<file path="config.mk">
export PLATFORM = sky130hd
export DESIGN_NAME = l2_access_controller
export DESIGN_NICKNAME = d
export VERILOG_FILES = /design/src/rtl/l2_access_controller.sv
export SDC_FILE = /design/constraint.sdc
export NUM_CORES = 1
export LEC_CHECK = 0
export BUFFER_PORTS_ARGS = -buffer_cell sky130_fd_sc_hd__buf_2
export CORE_MARGIN = 4
export CORE_UTILIZATION = 40
export DETAILED_ROUTE_END_ITERATION = 10
export PLACE_DENSITY = 0.67
export SLEW_MARGIN = 40
export SYNTH_ARGS = -nofsm -noshare
export SYNTH_HDL_FRONTEND = slang
export SYNTH_SLANG_ARGS = --single-unit
</file>
<file path="constraint.sdc">
create_clock -name clk -period 2.7 [get_ports clk]
set_input_delay 0.405 -clock clk [delete_from_list [all_inputs] [get_ports clk]]
set_output_delay 0.405 -clock clk [all_outputs]
set_load 0.02 [all_outputs]
</file>
<file path="src/rtl/l2_access_controller.sv">
// L2 access sequencer: lookup, dirty writeback, refill and write-hit update
// for one L1 request at a time, driving the {index, way} data array port.
module l2_access_controller #(
  parameter int INDEX_W = 8,
  parameter int WAY_W   = 2,
  parameter int CNT_W   = 16
) (
  input  logic               clk,
  input  logic               nrst,
  input  logic               req_valid_L1_L2,
  input  logic               req_write_L1_L2,
  input  logic [INDEX_W-1:0] req_index_L1_L2,
  input  logic               tag_hit,
  input  logic [WAY_W-1:0]   hit_way,
  input  logic [WAY_W-1:0]   victim_way,
  input  logic               victim_dirty,
  input  logic               mem_ack,
  output logic [INDEX_W-1:0] index_L1_L2,
  output logic [WAY_W-1:0]   way,
  output logic               update,
  output logic               refill,
  output logic               tag_install,
  output logic               set_dirty,
  output logic               mem_read_req,
  output logic               mem_write_req,
  output logic               resp_valid_L2_L1,
  output logic               busy,
  output logic [CNT_W-1:0]   miss_count
);

  typedef enum logic [2:0] {
    S_IDLE,
    S_LOOKUP,
    S_WRITEBACK,
    S_REFILL,
    S_UPDATE,
    S_RESPOND
  } state_t;

  state_t             state;
  state_t             state_nxt;
  logic               wr_q;
  logic               wr_nxt;
  logic [INDEX_W-1:0] idx_nxt;
  logic [WAY_W-1:0]   way_nxt;
  logic [CNT_W-1:0]   cnt_nxt;

  localparam logic [CNT_W-1:0] CNT_MAX = {CNT_W{1'b1}};

  always_ff @(posedge clk) begin
    if (!nrst) begin
      state       <= S_IDLE;
      wr_q        <= 1'b0;
      index_L1_L2 <= '0;
      way         <= '0;
      miss_count  <= '0;
    end else begin
      state       <= state_nxt;
      wr_q        <= wr_nxt;
      index_L1_L2 <= idx_nxt;
      way         <= way_nxt;
      miss_count  <= cnt_nxt;
    end
  end

  always_comb begin
    state_nxt = state;
    wr_nxt    = wr_q;
    idx_nxt   = index_L1_L2;
    way_nxt   = way;
    cnt_nxt   = miss_count;
    unique case (state)
      S_IDLE: begin
        if (req_valid_L1_L2) begin
          wr_nxt    = req_write_L1_L2;
          idx_nxt   = req_index_L1_L2;
          state_nxt = S_LOOKUP;
        end
      end
      S_LOOKUP: begin
        if (tag_hit) begin
          way_nxt   = hit_way;
          state_nxt = wr_q ? S_UPDATE : S_RESPOND;
        end else begin
          way_nxt   = victim_way;
          if (miss_count != CNT_MAX)
            cnt_nxt = miss_count + 1'b1;
          state_nxt = victim_dirty ? S_WRITEBACK : S_REFILL;
        end
      end
      S_WRITEBACK: begin
        if (mem_ack)
          state_nxt = S_REFILL;
      end
      S_REFILL: begin
        if (mem_ack)
          state_nxt = wr_q ? S_UPDATE : S_RESPOND;
      end
      S_UPDATE:  state_nxt = S_RESPOND;
      S_RESPOND: state_nxt = S_IDLE;
      default:   state_nxt = S_IDLE;
    endcase
  end

  // refill/tag_install follow mem_ack so the array captures memory data
  // on the same edge that completes the read.
  assign mem_write_req    = (state == S_WRITEBACK);
  assign mem_read_req     = (state == S_REFILL);
  assign refill           = (state == S_REFILL) & mem_ack;
  assign tag_install      = (state == S_REFILL) & mem_ack;
  assign update           = (state == S_UPDATE);
  assign set_dirty        = (state == S_UPDATE);
  assign resp_valid_L2_L1 = (state == S_RESPOND);
  assign busy             = (state != S_IDLE);

endmodule
</file>
==> flow_summary.toml, run 1 <==
[global_routing]
grt_most_used_layer = "met2"
met3_usage_pct = 5.255
grt_pass1_wl_um = 5540
grt_max_degree = 28
track_usage_pct = 15.70
grt_pass1_vias = 1268
antenna_found_initial = 0
grtUsageMet2_pct = 24.31
grt_use_met1_pct = 19.48
gr-total-overflow = 0

[placed_design]
placedInstanceArea_mm2 = 0.001724
dp_hpwl_um = 2394
port_buffers = 52
gp_congestion = 0.7763

[hold_path]
hold_end = "index_L1_L2[4]$_SDFFE_PN0P_"
hold_path.class = "primary input to register"
min_from = "req_index_L1_L2[4]"
hold_depth = 3

[synthesis]
syn-num-nets = 199
synth_top_area_share_pct = 41.34
synth_area_mm2 = 0.001453
synth_top_cell_by_area = "dfxtp_1"
ys_ff_latch = 30
synth_cell_type_count = 34
ys_seq_area_share_pct = 41.34
synth_area_leaders = "dfxtp_1 (41%), a21oi_1 (7.2%), nand2_1 (7.2%)"
yosysWarnings = 0
syn_area_per_cell_um2 = 8.115
netlist_instances = 179

[critical_path]
r2r_end = "miss_count[15]$_SDFFE_PN0P_"
r2r_cells = 4
cp.arrival_ns = 2.57
crit_type = "register to register"
cp_data_required_time_ns = 2.95
worst_setup_path_end_kind = "register"
crit_fanout = 11
cpMostUsedCell = "or4_1"
slowest_delay_ns = 0.56
crit_path_cell_trace = "or4b_4 -> or4_1 -> or4_1 -> a21oi_1"
start_kind = "register"
r2r_setup_slack_ns = 0.38
slowest_stage = "or4_1"
r2r-start = "state[0]$_SDFFE_PN0P_"

[clocking]
post_cts_buffers = 0
cts_root_buffer = "clkbuf_4"
cts_buffer_depth = 2
numClockSinks = 30
ctsResizeCount = 0
numCtsBuffers = 5
clk_latency_ns = 0.32
htreeDepth = 2
cts_tree = "yes"
cts_hold_buffers = 0
path_clk_slew_ns = 0.09

[final_layout]
n_fill_cell = 366
num_antenna_cells = 0
multiInputGateArea_um2 = 768.2
register_area_um2 = 600.6
drive_gt1_share_pct = 27.51
syn_to_final_growth_pct = 21.79
nNetsFinal = 249
design_area_mm2 = 0.001769
utilization_pct = 51.79

[timing]
hold_viol_final = 0
holdWs_ns = 0.3124
maxSlewHeadroom_pct = 53.90
drv_slew = 0
worstMarginPinSlew_ns = 0.6862
setup_viol = 0
skew_ns = 0.007292
fin_crit_ns = 2.323
clock.fmax_ghz = 0.4304
fin_setup_tns_ns = 0
finalCritPeriodShare_pct = 86.05
rsz0062_at_grt = "no"

[floorplan]
num_io_pins = 53
die_w_um = 68.26
core_region_area_mm2 = 0.003416
rows = 21
start_util_pct = 42.53
dieArea_mm2 = 0.004659
die_h_um = 68.26

[route]
wl_um = 3355
drt_iter0_drc = 61
wl_per_cell_um = 12.20
drc = 0
vias_per_cell = 5.273
vias = 1450
drtPass1Iterations = 4
ant_nets = 0

[power_and_ir_drop]
powerDensity_mw_per_mm2 = 499.5
ir_drop_v = 0.0002699
p_leak_uw = 0.0007213
power_uw = 883.8

[status]
status = "finished clean"

[run]
cap_viol_max_count = 0
[cell usage after synthesis (all sizes together)]
cell,n
buf,5
nand3,7
nor4b,2
or3,4
nand4,3
dfxtp,30
or4,9
nor3,8
nand2,28
o31ai,8
and4,1
o211ai,1
clkbuf,7
nand2b,3
and2,2
nor2b,2
a211oi,4
inv,3
mux2,1
mux2i,5
a21oi,21
nor2,8
o21ai,5
o41ai,1
a31oi,3
or4b,1
clkinv,1
and3,1
or2,1
a41oi,1
ha,1
nor4,2
[report_power, final]
| group | total, uW | switching (uW) | internal, uW |
|---|---|---|---|
| logic | 157 | 97.2 | 59.7 |
| clock network | 241 | 143 | 98.1 |
| registers | 486 | 21.0 | 465 |
| total | 884 | 261 | 622 |
[metal layers]
| metal | routed length, um | part of all wire, % | vias up |
|---|---|---|---|
| li1 | - | - | 757 |
| met1 | 1572 | 47 | 650 |
| met2 | 1462 | 44 | 36 |
| met3 | 256 | 7.6 | 7 |
| met4 | 63 | 1.9 | 0 |
| met5 | 0 | 0 | - |
[layout by cell type, fill, tap and decap left out, types with 4 or more instances in the layout]
| master | count |
|---|---|
| clkbuf_4 | 5 |
| buf_2 | 52 |
| or3_1 | 4 |
| nand2_1 | 28 |
| o31ai_1 | 8 |
| nand3_1 | 7 |
| or4_1 | 9 |
| a211oi_1 | 4 |
| nor3_1 | 8 |
| nor2_1 | 8 |
| dfxtp_1 | 30 |
| mux2i_1 | 5 |
| a21oi_1 | 21 |
| o21ai_0 | 5 |
[stage by stage]
step,std cells,worst slack (ns)
2_1_floorplan,179,0.2901
3_3_place_gp,268,0.3837
3_5_place_dp,268,0.3667
4_1_cts,275,0.3792
5_1_grt,275,0.2432
6_report,275,0.3765
[worst max-delay path, delay by kind of cell, from the launching register on]
family,cells,cell delay [ns]
AO/OA/AOI/OAI,1,0.14
flip-flops,1,0.51
AND/OR/NAND/NOR,3,1.61
[state kept, by name, summed over array words and instances (netlist names)]
name         count
index_L1_L2      8
miss_count      16
state            3
way              2
wr_q             1
[logic make-up after synthesis]
| kind of cell | synth area share (%) |
|---|---|
| AND/OR/NAND/NOR | 29.63 |
| AO/OA/AOI/OAI | 18.17 |
| flip-flops | 41.34 |
| buffers and inverters | 5.770 |
| multiplexers | 4.221 |
| adder cells (fa/ha/maj) | 0.8612 |
[worst max-delay path by stage]
stage                           from  slack (ns)  depth (start not counted)                     endpoint
2_1_floorplan                tag_hit        0.29                          7  miss_count[13]$_SDFFE_PN0P_
3_3_place_gp                 tag_hit        0.38                          5  miss_count[15]$_SDFFE_PN0P_
3_5_place_dp                 tag_hit        0.37                          5  miss_count[13]$_SDFFE_PN0P_
4_1_cts        state[0]$_SDFFE_PN0P_        0.38                          4  miss_count[15]$_SDFFE_PN0P_
5_1_grt        state[0]$_SDFFE_PN0P_        0.24                          4  miss_count[15]$_SDFFE_PN0P_
6_report       state[0]$_SDFFE_PN0P_        0.38                          4  miss_count[15]$_SDFFE_PN0P_
[final cells by class]
class                      instances  area share (%)
multi-input combinational        133           43.42
inverter                           4          0.8487
tap                               46           3.253
sequential                        30           33.95
timing repair buffer              55           15.98
clock buffer                       7           2.546
(Power assumes the default switching activity.)
==> inputs of run 2 (changes only) <==
Settings changed: REMOVE_ABC_BUFFERS set to 1.
==> run 2 against run 1 <==
Effect of this change: critical path depth unchanged; hold slack about the same; die area stayed put; fmax rose by 1.9%; final cell count did not move; combinational power about the same.
==> flow_summary.toml, run 2 (synthesis results as in run 1) <==
[placed_design]
place_ws_ns = 0.3715
dp_cells = 268
port_buffers = 52
placedInstanceArea_mm2 = 0.001724
gp_congestion = 0.7531
dp_hpwl_um = 2467

[route]
wl_per_cell_um = 12.16
drtPass1Iterations = 4
vias = 1441
drt_iter0_drc = 64
vias_per_cell = 5.240
wl_um = 3343
ant_nets = 0
drc = 0

[floorplan]
core_region_area_mm2 = 0.003416
die_w_um = 68.26
start_util_pct = 42.53
die_h_um = 68.26
rows = 21
num_io_pins = 53
dieArea_mm2 = 0.004659

[clocking]
numCtsBuffers = 5
cts_buffer_depth = 2
cts_tree = "yes"
cts_root_buffer = "clkbuf_4"
ctsResizeCount = 0
cts_hold_buffers = 0
path_clk_slew_ns = 0.08
post_cts_buffers = 0
clk_latency_ns = 0.32
numClockSinks = 30
htreeDepth = 2

[critical_path]
cp_data_required_time_ns = 2.96
crit_fanout = 11
r2r_cells = 4
worst_setup_path_end_kind = "register"
start_kind = "register"
r2r_end = "miss_count[15]$_SDFFE_PN0P_"
r2r_setup_slack_ns = 0.42
r2r-start = "state[0]$_SDFFE_PN0P_"
worstSetupEndpoint = "miss_count[15]$_SDFFE_PN0P_"
slowest_stage = "or4_1"
startpoint = "state[0]$_SDFFE_PN0P_"
cp.arrival_ns = 2.54
crit_type = "register to register"
cpMostUsedCell = "or4_1"
crit_path_cell_trace = "or4b_4 -> or4_1 -> or4_1 -> a21oi_1"
slowest_delay_ns = 0.54

[final_layout]
mostFrequentLayoutCell = "buf_2"
design_area_mm2 = 0.001769
drive_gt1_share_pct = 27.51
n_fill_cell = 373
top_regs = "miss_count x16, index_L1_L2 x8, state x3"
largest_register_ffs = 16
regMostFlops = "miss_count"
nNetsFinal = 249
fin_cells = 275
num_antenna_cells = 0
final_cell_mix = "buf_2 (52), dfxtp_1 (30), nand2_1 (28)"
syn_to_final_growth_pct = 21.79

[run]
cap_viol_max_count = 0

[timing]
maxSlewHeadroom_pct = 55.13
worst_slack_ns = 0.4205
finalCritPeriodShare_pct = 84.43
setup_viol = 0
clock.fmax_ghz = 0.4387
rsz0062_at_grt = "no"
worstMarginPinSlew_ns = 0.6680
skew_ns = 0.008727
drv_slew = 0
hold_viol_final = 0
fin_crit_ns = 2.279
fin_setup_tns_ns = 0

[power_and_ir_drop]
ir_drop_v = 0.0002218
p_leak_uw = 0.0007213
powerDensity_mw_per_mm2 = 499.7

[global_routing]
track_usage_pct = 15.99
gr-total-overflow = 0
antenna_found_initial = 0
grt_max_degree = 22
grt_pass1_vias = 1269
grt_pass1_wl_um = 5630

[status]
status = "finished clean"

[hold_path]
hold_path.class = "primary input to register"
run 2: power breakdown:
group	internal (uW)	switching [uW]
clock network	98.0	144
logic	59.5	97.5
registers	465	20.8
total	622	262
run 2: critical path, delay by kind of cell (launching register included):
kind	cells	cell delay (ns)
AOI/OAI and AO/OA	1	0.14
and+or+nand+nor	3	1.57
DFF	1	0.50
run 2: routing by layer:
layer | vias to the layer above | global-route usage (%) | part of all wire [%]
li1 | 757 | - | -
met4 | 0 | 5.459 | 1.3
met5 | - | 0 | 0
met2 | 36 | 24.07 | 45
met1 | 643 | 20.74 | 48
met3 | 5 | 6.240 | 6.4
run 2: metrics by stage:
step           hold WS, ns  utilization [%]  total power [uW]
2_1_floorplan       0.4497                -             593.8
3_5_place_dp        0.4470            50.48             654.7
3_3_place_gp        0.4419            50.48             653.8
4_1_cts             0.3021            51.79             895.5
6_report            0.3121            51.79             884.0
5_1_grt             0.3009            51.79             940.0
run 2: final cells by class:
type / instances / area (um2) / area share [%]
clock buffer: 7 / 45.04 / 2.546
inverter: 4 / 15.01 / 0.8487
multi-input combinational: 133 / 768.2 / 43.42
sequential: 30 / 600.6 / 33.95
tap: 46 / 57.56 / 3.253
timing repair buffer: 55 / 282.8 / 15.98
run 2: worst min path at each step:
stage,startpoint,to,slack [ns],cells after the start
6_report,req_index_L1_L2[5],index_L1_L2[5]$_SDFFE_PN0P_,0.31,3
5_1_grt,req_index_L1_L2[7],index_L1_L2[7]$_SDFFE_PN0P_,0.30,3
4_1_cts,req_index_L1_L2[5],index_L1_L2[5]$_SDFFE_PN0P_,0.30,3
3_5_place_dp,index_L1_L2[4]$_SDFFE_PN0P_,index_L1_L2[4]$_SDFFE_PN0P_,0.45,2
3_3_place_gp,index_L1_L2[3]$_SDFFE_PN0P_,index_L1_L2[3]$_SDFFE_PN0P_,0.44,2
2_1_floorplan,wr_q$_SDFFE_PN0P_,wr_q$_SDFFE_PN0P_,0.45,2
